==> config.mk <==
export PLATFORM = sky130hd
export DESIGN_NAME = cmp_slice_sequencer
export DESIGN_NICKNAME = d
export VERILOG_FILES = /design/src/rtl/cmp_slice_sequencer.sv
export SDC_FILE = /design/constraint.sdc
export NUM_CORES = 1
export LEC_CHECK = 0
export CAP_MARGIN = 20
export CELL_PAD_IN_SITES_DETAIL_PLACEMENT = 1
export CELL_PAD_IN_SITES_GLOBAL_PLACEMENT = 1
export CORE_MARGIN = 4
export CORE_UTILIZATION = 34
export DETAILED_ROUTE_END_ITERATION = 6
export PLACE_DENSITY_LB_ADDON = 0.1
export SLEW_MARGIN = 40
export SYNTH_ARGS = -nofsm -noshare
export SYNTH_HDL_FRONTEND = slang
export SYNTH_SLANG_ARGS = --single-unit
==> constraint.sdc <==
create_clock -name clk -period 1.4 [get_ports clk]
set_input_delay 0.35 -clock clk [delete_from_list [all_inputs] [get_ports clk]]
set_output_delay 0.35 -clock clk [all_outputs]
set_load 0.03 [all_outputs]
==> src/rtl/cmp_slice_sequencer.sv <==
// cmp_slice_sequencer: nibble-serial unsigned magnitude compare sequencer, MSB nibble first.
// Define CMP_EARLY_EXIT_EN to stop evaluating at the first differing nibble.
module cmp_slice_sequencer #(
  parameter int WIDTH = 16,
  localparam int NSLICE = WIDTH / 4,
  localparam int IW = (NSLICE > 1) ? $clog2(NSLICE) : 1
) (
  input  logic             clk,
  input  logic             rst,
  input  logic             start,
  input  logic [WIDTH-1:0] A,
  input  logic [WIDTH-1:0] B,
  output logic             busy,
  output logic             done,
  output logic             gt,
  output logic             eq,
  output logic             lt,
  output logic             slice_en,
  output logic [IW-1:0]    slice_idx
);
  typedef enum logic [1:0] {IDLE, EVAL, DONE} state_t;
  state_t state;
  logic [WIDTH-1:0] a_q, b_q;
  logic sticky;
  logic [3:0] a_nib, b_nib;
  logic differ, last;
  // operands shift left each EVAL cycle so the active nibble is always on top
  always_comb begin
    a_nib = a_q[WIDTH-1 -: 4];
    b_nib = b_q[WIDTH-1 -: 4];
    differ = a_nib != b_nib;
`ifdef CMP_EARLY_EXIT_EN
    last = (slice_idx == '0) || differ;
`else
    last = slice_idx == '0;
`endif
  end
  always_ff @(posedge clk) begin
    if (rst) begin
      state <= IDLE;
      a_q <= '0;
      b_q <= '0;
      sticky <= 1'b0;
      busy <= 1'b0;
      done <= 1'b0;
      gt <= 1'b0;
      eq <= 1'b0;
      lt <= 1'b0;
      slice_en <= 1'b0;
      slice_idx <= '0;
    end else begin
      case (state)
        IDLE: if (start) begin
          a_q <= A;
          b_q <= B;
          slice_idx <= IW'(NSLICE - 1);
          sticky <= 1'b0;
          gt <= 1'b0;
          eq <= 1'b0;
          lt <= 1'b0;
          busy <= 1'b1;
          slice_en <= 1'b1;
          state <= EVAL;
        end
        EVAL: begin
          if (!sticky && differ) begin
            sticky <= 1'b1;
            gt <= a_nib > b_nib;
            lt <= a_nib < b_nib;
          end
          a_q <= a_q << 4;
          b_q <= b_q << 4;
          if (last) begin
            state <= DONE;
            slice_en <= 1'b0;
            done <= 1'b1;
            eq <= !(sticky || differ);
          end else
            slice_idx <= slice_idx - 1'b1;
        end
        DONE: begin
          done <= 1'b0;
          busy <= 1'b0;
          state <= IDLE;
        end
        default: state <= IDLE;
      endcase
    end
  end
endmodule

==> impl_metrics.ini <==
[synth]
synth_common_cells = nand2_1, dfxtp_1, nor2_1
ys_ff_latch = 43
syn_area_sq_mm = 0.00203
ys_warn_count = 0
synth.most_common_cell = nand2_1
synthArstFlopShare_pct = 0
yosys.area.top_type_share_pct = 42.3
yosysTopAreaCell = dfxtp_1
synth_ff_type = dfxtp_1
synth-edff-count = 0
syn_nets = 273
ys_types = 29
synth.avg_cell_area_sq_um = 8.73
netlist_instances = 233
synth-seq-area-share_pct = 42.3
synthTopCellsByArea = dfxtp_1, a311oi_2, nand2_1

[drt]
vias = 1803
drt_iter0_markers = 57
first_pass_iters = 4
avgRoutedWirePerCell_um = 15.0
wl_um = 5420
ant_nets = 0
viasPerCell = 4.99
drc_errors = 0

[power_and_ir_drop]
power_leakage_nw = 1.12
powerDensity_mw_per_mm2 = 1110
power_w = 0.00320
vdd.ir_drop.worst_v = 0.000521

[clock_tree]
clock-sinks = 43
cts_buffers = 5
h-tree-depth = 2
path_clk_slew_ps = 80
clk_path_buf_depth = 2
clk_latency_ps = 300
clockRootBuffer = clkbuf_8
cts_tree = built

[global_routing]
grt_pass1_vias = 1936
grt_use_total_pct = 15.5
grt_pass1_wl_um = 9090
grt_max_degree = 30
overflow = 0
antenna_found_initial = 0

[placed_design]
dp_hpwl_um = 3580
dp.cells = 345
io_buffers = 42
routabilityCongestion = 0.684
pre_cts_slack_ps = -387

[setup_path]
r2r_cells = 6
required_ps = 1570
start_kind = register
crit_path_end_kind = register
crit_type = reg2reg
arrival_ps = 1640
worstPathMaxFanout = 5

[timing]
fin_crit_sh_pct = 105
relSlewSlack_pct = 71.0
setup_slack_ps = -74.4
setup_viol = 2
setup_tns_ps = -147
finalCriticalPeriod_ps = 1470
worst_slew_pin_slew_ps = 430
hold-worst-slack_ps = 428
skew_ps = 10.1
max_freq_mhz = 678
rsz0062_at_grt = true
final_max_slew_viol_count = 0
hold_violations = 0

[layout]
regArea_sq_um = 873
area_delta_synth_final_pct = 41.7
fillers = 658
n_antenna_cell = 0
multi_input_area_sq_mm = 0.00110
instances_no_fill = 361
nets = 328
drive_above_1_share_pct = 29.8

[floorplanning]
ios = 43
core_area_sq_mm = 0.00564
die_w_um = 85.3
design.die.area_sq_mm = 0.00728
initial_utilization_pct = 36.0
rows = 27
die_height_um = 85.3

[min_path]
min_path_type = in2reg
whs_path_depth = 2

[run_status]
outcome = complete, but fails checks
violations = negative setup slack

[job]
maxCapViolCount = 0
## layout by cell type (no fill, tap or decap), types with 2 or more instances in the layout
| cell | synthesis | routed |
|---|---|---|
| nand2_1 | 59 | 58 |
| dfxtp_1 | 43 | 33 |
| nor2_1 | 32 | 32 |
| clkdlybuf4s50_1 | 0 | 32 |
| a311oi_2 | 21 | 22 |
| a21oi_1 | 16 | 16 |
| buf_4 | 0 | 14 |
| dfxtp_2 | 0 | 10 |
| nand3_1 | 8 | 8 |
| buf_12 | 0 | 7 |
| clkbuf_2 | 0 | 6 |
| clkbuf_8 | 0 | 5 |
| inv_2 | 0 | 4 |
| ha_4 | 0 | 4 |
| inv_1 | 7 | 3 |
| nand2b_2 | 2 | 2 |
| nor3_1 | 3 | 2 |
| o21ai_0 | 2 | 2 |
| a311oi_1 | 3 | 2 |
| clkbuf_1 | 5 | 2 |
| dlygate4sd2_1 | 0 | 2 |
| buf_6 | 3 | 2 |
## area by class of cell
| type | instances | area share, % |
|---|---|---|
| Sequential cell | 43 | 30.3 |
| Timing Repair Buffer | 67 | 24.7 |
| Clock buffer | 7 | 2.65 |
| Clock inverter | 1 | 0.174 |
| Tap cell | 72 | 3.13 |
| Multi-Input combinational cell | 164 | 38.1 |
| Inverter | 7 | 0.912 |
## kinds of logic (layout without fill, tap and decap cells)
family,after synthesis,after routing,synth area share [%]
compound gates,47,47,23.3
fa+ha+maj,5,5,3.08
flops,43,43,42.3
simple gates,112,112,23.8
buf+inv,26,82,7.45
## repair_timing
action | in CTS | in global routing
pin swaps | 6 | 3
resized for setup | 34 | 14
gates cloned | 2 | 0
setup buffers | 2 | 4
hold buffers | 0 | 0
endpoints found under the setup margin | 33 | 36
## state kept, by name, summed over array words and instances (netlist names)
signal     cells
gt             1
slice_idx      2
eq             1
b_q           16
sticky         1
done           1
lt             1
state          2
slice_en       1
a_q           16
busy           1
## where the power goes
part / total [W] / internal [W] / switching (W)
clock network: 0.000763 / 0.000351 / 0.000412
registers: 0.00145 / 0.00136 / 0.0000852
logic: 0.000989 / 0.000503 / 0.000486
## through the flow
step                cell area, sq um  utilization, %
floorplan                       2040               -
global placement                2610            46.2
detailed placement              2610            46.2
CTS                             2850            50.4
global route                    2880            51.1
finish                          2880            51.1
## worst max-delay path: stages (launching register included)
cell	delay (ps)
dfxtp_2	340
inv_2	40
ha_4	210
nand4_1	140
or3b_4	430
nand4b_1	120
o31ai_2	70
## path summary, 6_finish.rpt
check,to,slack [ps],start
min reg2reg,slice_idx[0],460,slice_idx[0]
max,lt,-70,b_q[14]
max reg2reg,lt,-70,b_q[14]
min,state[1],430,rst
## layer usage
layer / global-route usage [%] / up-vias / part of all wire, %
li1: - / 912 / -
met1: 18.6 / 853 / 45
met2: 27.3 / 31 / 49
met3: 4.56 / 7 / 4.7
met4: 3.45 / 0 / 1.6
met5: 0 / - / 0
(Power assumes the default switching activity.)
